--- src/rtl/mem_port_master.sv ---
// mem_port_master: valid/ready load/store front end for a single-port synchronous word RAM.
// Partial stores become read-modify-write. Rev 1.0
`default_nettype none

module mem_port_master #(
    parameter int ADDR_W = 13
) (
    input  logic              clk,
    input  logic              rst_n,
    input  logic              req_valid,
    output logic              req_ready,
    input  logic              req_we,
    input  logic [3:0]        req_be,
    input  logic [31:0]       req_addr,
    input  logic [31:0]       req_wdata,
    output logic              rsp_valid,
    output logic [31:0]       rsp_rdata,
    output logic              rsp_err,
    output logic              mem_we,
    output logic [ADDR_W-1:0] mem_addr,
    output logic [31:0]       mem_din,
    input  logic [31:0]       mem_dout
);

    typedef enum logic [2:0] {
        IDLE = 3'd0,
        RD   = 3'd1,
        RDW  = 3'd2,
        WR   = 3'd3,
        RESP = 3'd4
    } state_t;

    state_t            state;
    state_t            state_nxt;
    logic [ADDR_W-1:0] addr_q;
    logic [31:0]       wdata_q;
    logic [31:0]       rdata_q;
    logic [3:0]        be_q;
    logic              we_q;
    logic              err_q;

    logic              accept;
    logic              range_err;
    logic [31:0]       merge_data;
    logic              unused_addr_bits;

    assign accept           = req_valid && req_ready;
    assign range_err        = |req_addr[31:ADDR_W+2];
    assign unused_addr_bits = ^req_addr[1:0];

    // Lanes not enabled by the store keep the word's current RAM contents.
    always_comb begin
        merge_data = '0;
        for (int i = 0; i < 4; i++) begin
            merge_data[8*i +: 8] = be_q[i] ? wdata_q[8*i +: 8] : mem_dout[8*i +: 8];
        end
    end

    always_comb begin
        state_nxt = state;
        case (state)
            IDLE: begin
                if (accept) begin
                    if (range_err)
                        state_nxt = RESP;
                    else if (req_we && req_be == 4'hF)
                        state_nxt = WR;
                    else if (req_we && req_be == 4'h0)
                        state_nxt = RESP;
                    else
                        state_nxt = RD;
                end
            end
            RD:      state_nxt = RDW;
            RDW:     state_nxt = we_q ? WR : RESP;
            WR:      state_nxt = RESP;
            RESP:    state_nxt = IDLE;
            default: state_nxt = IDLE;
        endcase
    end

    always_comb begin
        req_ready = (state == IDLE);
        mem_we    = (state == WR);
        rsp_valid = (state == RESP);
        rsp_err   = (state == RESP) && err_q;
        rsp_rdata = ((state == RESP) && !we_q && !err_q) ? rdata_q : 32'h0;
        mem_addr  = addr_q;
        mem_din   = wdata_q;
    end

    always_ff @(posedge clk or negedge rst_n) begin
        if (!rst_n) begin
            state   <= IDLE;
            addr_q  <= '0;
            wdata_q <= '0;
            rdata_q <= '0;
            be_q    <= '0;
            we_q    <= 1'b0;
            err_q   <= 1'b0;
        end else begin
            state <= state_nxt;
            case (state)
                IDLE: begin
                    if (accept) begin
                        addr_q  <= req_addr[ADDR_W+1:2];
                        wdata_q <= req_wdata;
                        be_q    <= req_be;
                        we_q    <= req_we;
                        err_q   <= range_err;
                    end
                end
                RDW: begin
                    if (we_q)
                        wdata_q <= merge_data;
                    else
                        rdata_q <= mem_dout;
                end
                RESP:    err_q <= 1'b0;
                default: ;
            endcase
        end
    end

endmodule

`default_nettype wire

--- config.mk ---
export PLATFORM = sky130hd
export DESIGN_NAME = mem_port_master
export DESIGN_NICKNAME = d
export VERILOG_FILES = /design/src/rtl/mem_port_master.sv
export SDC_FILE = /design/constraint.sdc
export NUM_CORES = 1
export LEC_CHECK = 0
export CAP_MARGIN = 20
export CORE_ASPECT_RATIO = 0.6
export CORE_MARGIN = 4
export CORE_UTILIZATION = 35
export DETAILED_ROUTE_END_ITERATION = 10
export GPL_TIMING_DRIVEN = 0
export PLACE_DENSITY_LB_ADDON = 0.1
export SLEW_MARGIN = 20
export SYNTH_ARGS = -nofsm -noshare
export SYNTH_HDL_FRONTEND = slang
export SYNTH_SLANG_ARGS = --single-unit
--- constraint.sdc ---
create_clock -name clk -period 2.2 [get_ports clk]
set_clock_uncertainty 0.1 [all_clocks]
set_input_delay 0.44 -clock clk [delete_from_list [all_inputs] [get_ports clk]]
set_output_delay 0.44 -clock clk [all_outputs]
set_load 0.01 [all_outputs]
==> results of run 1 <==
-- final cells by class --
class	count	area share (%)
Buffer	17	2.26
Clock buffer	9	3.44
Clock inverter	7	1.86
Inverter	2	0.115
Multi-Input combinational cell	254	26.7
Sequential cell	86	33.0
Tap cell	139	2.66
Timing Repair Buffer	192	30.0
-- registers in the layout, indices dropped and copies added (netlist names) --
| name | cells |
|---|---|
| mem_addr | 13 |
| state | 3 |
| err_q | 1 |
| be_q | 4 |
| rdata_q | 32 |
| mem_din | 32 |
| we_q | 1 |
-- Yosys cell counts --
library cell  number  area, um2
a211oi_1           1       7.51
a21o_1             2       15.0
a21oi_1           31        155
a21oi_2            2       17.5
and2_1            33        206
and3_1             2       12.5
buf_2              5       25.0
buf_4              4       30.0
buf_6              4       45.0
clkbuf_1           5       18.8
dfrtp_1           86       2150
inv_1              2       7.51
mux2_1             3       33.8
mux2_2            29        327
mux2i_1           32        320
nand2_1           58        218
nand2b_1           2       12.5
nand3_1            1       5.00
nand4bb_2          1       16.3
nor2_1            36        135
nor2_2             1       6.26
nor3_1             5       25.0
nor3_2             1       10.0
nor4_1             5       31.3
o21ai_0            2       10.0
o21ai_2            1       8.76
o21ai_4            3       48.8
o31a_1             1       8.76
or3_1              1       6.26
or4b_4             1       13.8
-- metal layers --
| layer | GRT usage (%) | wire length [um] |
|---|---|---|
| met5 | 0 | 0 |
| met1 | 26.3 | 5690 |
| met4 | 4.27 | 120 |
| met2 | 27.5 | 5160 |
| met3 | 7.16 | 998 |
-- report_power, final --
group / internal (uW) / switching, uW
Combinational: 467 / 331
Sequential: 1700 / 77.9
Clock: 1120 / 652
Total: 3290 / 1060
-- per-stage QoR --
step           hold slack, ps  instance area [um2]  power (uW)  instances  setup WS [ps]
3_3_place_gp              356                 5920        2560        681          -2670
4_1_cts                  44.7                 6500        4400        705          -88.5
5_1_grt                  71.2                 6540        4550        706          -92.9
2_1_floorplan            44.4                 3930        2050        360            290
3_5_place_dp              361                 5940        2570        682           -803
6_report                 12.2                 6540        4350        706           5.08
-- final timing paths --
kind	to	depth (start not counted)
worst max-delay path	rsp_rdata[24]	7
min in group clk	mem_addr[8]	2
worst min register to register	mem_addr[8]	2
worst min-delay path	mem_addr[10]	1
worst max register to register	be_q[0]	7
max in group asynchronous	state[1]	2
-- cells by family (layout without fill, tap and decap cells) --
kind of cell	count (synthesis)	in the layout	synth area share (%)
compound gates	43	43	6.91
buf+inv	20	227	3.22
flops	86	86	54.8
mux	64	64	17.3
simple gates	147	147	17.8
-- timing repair --
item	CTS	global route
gates cloned	3	0
setup buffers	5	1
resized for setup	212	12
pin swaps	32	2
endpoints found under the setup margin	35	33
==> flow_metrics.tcl, run 1 <==
set metrics [dict create \
    first_pass_iters 4 \
    antenna_found_initial 0 \
    drtIter0Drc 112 \
    synth.avg_cell_area_um2 10.9 \
    wl_per_cell_um 16.9 \
    synth_area_mm2 0.00393 \
    cts_tree "done" \
    area_growth_pct 66.5 \
    syn_inst 360 \
    routabilityCongestion 0.787 \
    cts_inserted_buffers 9 \
    crit_chain "nor2_4, nand2_2, nor3_4, buf_6, buf_8, and2_4, buf_6" \
    final_nets 666 \
    grt_overflow 0 \
    clock.fmax_mhz 456 \
    die_y_um 90.1 \
    htree_levels 3 \
    grt_pass1_wl_um 19000 \
    fillers 906 \
    layout_commonest_cell "clkdlybuf4s50_1" \
    p_per_area_mw_per_mm2 665 \
    clk_latency_ps 340 \
    crit_path_end_kind "primary output" \
    routed_via_density 4.65 \
    r2r_slack_ps 130 \
    slew_violations 0 \
    p_leak_uw 0.00290 \
    die_w_um 145 \
    route.detailed.drc 0 \
    cp_top_family "simple AND/OR/NAND/NOR gates" \
    setup_viol 0 \
    register_area_mm2 0.00216 \
    io_buffers 182 \
    final_antenna_net_count 0 \
    clockRootBuffer "clkbuf_16" \
    rows 29 \
    drt_wl_total_um 12000 \
    worstPathMaxFanout 5 \
    tightest_slew_ps 650 \
    ir_drop_uv 482 \
    clock_sinks 86 \
    critical_path_class "flip-flop to primary output" \
    synth-seq-cells 86 \
    core_mm2 0.0108 \
    worstPathRequired_ps 1660 \
    synth.distinct_cells 30 \
    rsz0062_at_grt "yes" \
    cp_slowest_cell "dfrtp_2" \
    pin_count 185 \
    cts_max_path_buffers 2 \
    cts.hold.buffers_added 0 \
    num_vias 3285 \
    post-route-period-util_pct 99.8 \
    start_util_pct 36.5 \
    cp.arrival_ps 1650 \
    crit_start "state[1]" \
    cp-start-kind "flip-flop" \
    status "finished clean" \
    final_layout_size_suffix_gt1_share_pct 26.5 \
    grt_pass1_vias 3456 \
    period_minus_slack_ps 2190 \
    worstReg2RegStart "state[1]" \
    slew_headroom_pct 56.7 \
    worst-path-buf-inv 3 \
    dieArea_mm2 0.0130 \
    grt_max_degree 50 \
    setup_tns_ps 0 \
    hold_violations 0 \
    synth_nets 464 \
    num_antenna_cells 0 \
    dp_hpwl_um 8820 \
    ys_seq_area_share_pct 54.8 \
    ys_warn_count 0 \
    worst_path_most_repeated_cell "buf_6" \
    grt.total_usage_pct 18.8 \
    clk_pin_slew_worst_paths_ps 70 \
    drv_cap 0 \
    final_cell_mix "clkdlybuf4s50_1, dfrtp_1, nand2_1, buf_6, nor2_1" \
    critPathMaxStageDelay_ps 430 \
    final_util_pct 60.7 \
    multi_input_area_mm2 0.00175 \
    min_path_type "input pin to asynchronous set/reset pin" \
]
No activity file was read; power rests on OpenSTA's default activity.
==> run 2: changes to the inputs <==
--- a/config.mk
+++ b/config.mk
@@ -7,12 +7,10 @@
 export LEC_CHECK = 0
 export CAP_MARGIN = 20
 export CORE_ASPECT_RATIO = 0.6
-export CORE_MARGIN = 4
 export CORE_UTILIZATION = 35
 export DETAILED_ROUTE_END_ITERATION = 10
 export GPL_TIMING_DRIVEN = 0
 export PLACE_DENSITY_LB_ADDON = 0.1
-export SLEW_MARGIN = 20
 export SYNTH_ARGS = -nofsm -noshare
 export SYNTH_HDL_FRONTEND = slang
 export SYNTH_SLANG_ARGS = --single-unit
==> run 2 against run 1 <==
The flow now finishes with violations (design-rule violations, negative setup slack). Non-clock buffer count unchanged. Routed wire length decreased by 5.4%. Register-to-register slack improved by 50 ps. First-iteration DRC count increased by 13%. Worst setup slack got worse by 50 ps. Final cell count unchanged. Count of clock-buffer cells in the layout increased by 2. Core utilization increased by 0.12 points. Sequential share of layout area about the same. Die area decreased by 11%. Critical path type unchanged. Critical endpoint is now rsp_rdata[7]. Highest routed layer unchanged.
==> flow_metrics.tcl, run 2 (synthesis gave the netlist of run 1 again) <==
set metrics [dict create \
    status "finished, violations left" \
    failed_checks "design-rule violations, negative setup slack" \
    dpl_cell_area_mm2 0.00595 \
    p_leak_uw 0.00289 \
    final_antenna_net_count 0 \
    power_frac_clock_pct 38.5 \
    die_y_um 84.1 \
    dp_hpwl_um 8280 \
    drtIter0Drc 127 \
    switching_share_pct 24.3 \
    cp_top_family "simple AND/OR/NAND/NOR gates" \
    routed_via_density 4.72 \
    p_seq_share_pct 42.5 \
    start_util_pct 36.6 \
    die_w_um 139 \
    cts_max_path_buffers 2 \
    tightest_slew_ps 468 \
    io_buffers 182 \
    worst_path_most_repeated_cell "buf_6" \
    p_per_area_mw_per_mm2 643 \
    final_nets 666 \
    period_minus_slack_ps 2240 \
    worst-path-buf-inv 3 \
    power.internal_uw 3180 \
    cts_tree "done" \
    slew_headroom_pct 68.8 \
    crit_path_end_kind "primary output" \
    p_comb_share_pct 19.0 \
    routabilityCongestion 0.778 \
    whs_ps 371 \
    final_util_pct 60.8 \
    cp.arrival_ps 1700 \
    clk_pin_slew_worst_paths_ps 60 \
    clockRootBuffer "clkbuf_16" \
    min_path_type "flip-flop to flip-flop" \
    clock.fmax_mhz 445 \
    clk_latency_ps 330 \
    wl_per_cell_um 16.0 \
    rows 29 \
    pin_count 185 \
    htree_levels 3 \
    num_antenna_cells 0 \
    p_sw_uw 1020 \
    grt_overflow 0 \
    clock_sinks 86 \
    final_cell_mix "clkdlybuf4s50_1, dfrtp_1, nand2_1, nor2_1, buf_6" \
    critPathMaxStageDelay_ps 430 \
    core_mm2 0.0107 \
    worstPathRequired_ps 1660 \
    worst_slack_ps -44.8 \
    grt_max_degree 70 \
    first_pass_iters 7 \
    layout_commonest_cell "clkdlybuf4s50_1" \
    slew_violations 0 \
    setup_viol 20 \
    worstPathMaxFanout 6 \
    post-route-period-util_pct 102 \
    cts_inserted_buffers 9 \
    crit_chain "nor2_4, nand2_2, nor3_4, buf_6, clkbuf_16, and2_4, buf_6" \
    antenna_found_initial 0 \
    grt_pass1_vias 3475 \
    setup_tns_ps -474 \
    cp_slowest_cell "dfrtp_2" \
    drv_cap 0 \
    area_growth_pct 66.3 \
    drt_wl_total_um 11300 \
    hold_violations 0 \
    grt_pass1_wl_um 18400 \
    route.detailed.drc 11 \
    final_layout_size_suffix_gt1_share_pct 25.7 \
    grt.total_usage_pct 20.6 \
    power_uw 4200 \
    ir_drop_uv 368 \
    num_vias 3333 \
    dieArea_mm2 0.0117 \
    rsz0062_at_grt "yes" \
    fillers 916 \
    cp-start-kind "flip-flop" \
    critical_path_class "flip-flop to primary output" \
    finalInstanceArea_mm2 0.00653 \
]
## run 2: cell count changes in the layout (fill, tap and decap cells not counted), sizes merged
cell | previous run | this run
clkbuf | 11 | 15
bufinv | 3 | 2
inv | 3 | 2
dlygate4sd3 | 0 | 1
buf | 58 | 55
## run 2: path summary, 6_finish.rpt
path	startpoint	to	slack, ps	cells after the start
max	state[1]	rsp_rdata[7]	-40	7
min	mem_addr[11]	mem_addr[11]	370	2
max reg2reg	state[0]	mem_din[30]	180	6
min reg2reg	mem_addr[11]	mem_addr[11]	370	2
max in group asynchronous	rst_n	state[1]	920	3
min in group asynchronous	rst_n	rdata_q[18]	420	2
## run 2: per-stage QoR
step	setup slack, ps	instances
after global routing	-117	706
after CTS	-108	706
final	-44.8	706
after global placement	-2690	681
after floorplan	290	360
after detailed placement	-833	682
## run 2: final cells by class
| cell class | instances | area (um2) | share of cell area (%) |
|---|---|---|---|
| timing repair buffer | 192 | 1960 | 30.1 |
| clock inverter | 5 | 83.8 | 1.28 |
| inverter | 2 | 7.51 | 0.115 |
| buffer | 17 | 168 | 2.57 |
| sequential | 86 | 2160 | 33.0 |
| clock buffer | 11 | 233 | 3.56 |
| multi-input combinational | 254 | 1750 | 26.7 |
| tap | 139 | 174 | 2.66 |
## run 2: repair_timing
action / in CTS / in global routing
pin swaps: 31 / 3
hold endpoints to repair: 17 / 0
hold buffers: 1 / 0
resized for setup: 211 / 8
buffers inserted: 5 / 0
cloned: 3 / 0
setup endpoints to repair: 36 / 32
## run 2: power by group through the flow
stage	registers (uW)	clock network [uW]	logic [uW]
6_report	1790	1610	798
5_1_grt	1800	1730	869
4_1_cts	1790	1650	805
3_5_place_dp	1810	0	758
3_3_place_gp	1810	0	744
2_1_floorplan	1860	0	190
## run 2: layer usage
| metal | vias up | track usage [%] | routed length, um |
|---|---|---|---|
| met5 | - | 0 | 0 |
| met4 | 0 | 5.35 | 133 |
| met3 | 13 | 8.38 | 1070 |
| met2 | 110 | 31.2 | 4900 |
| met1 | 1587 | 27.3 | 5210 |
| li1 | 1623 | - | - |
## run 2: worst min-delay path, stage by stage (launching register included)
cell and delay [ps]:
dfrtp_1 340, nand2_1 50, nand2_1 50
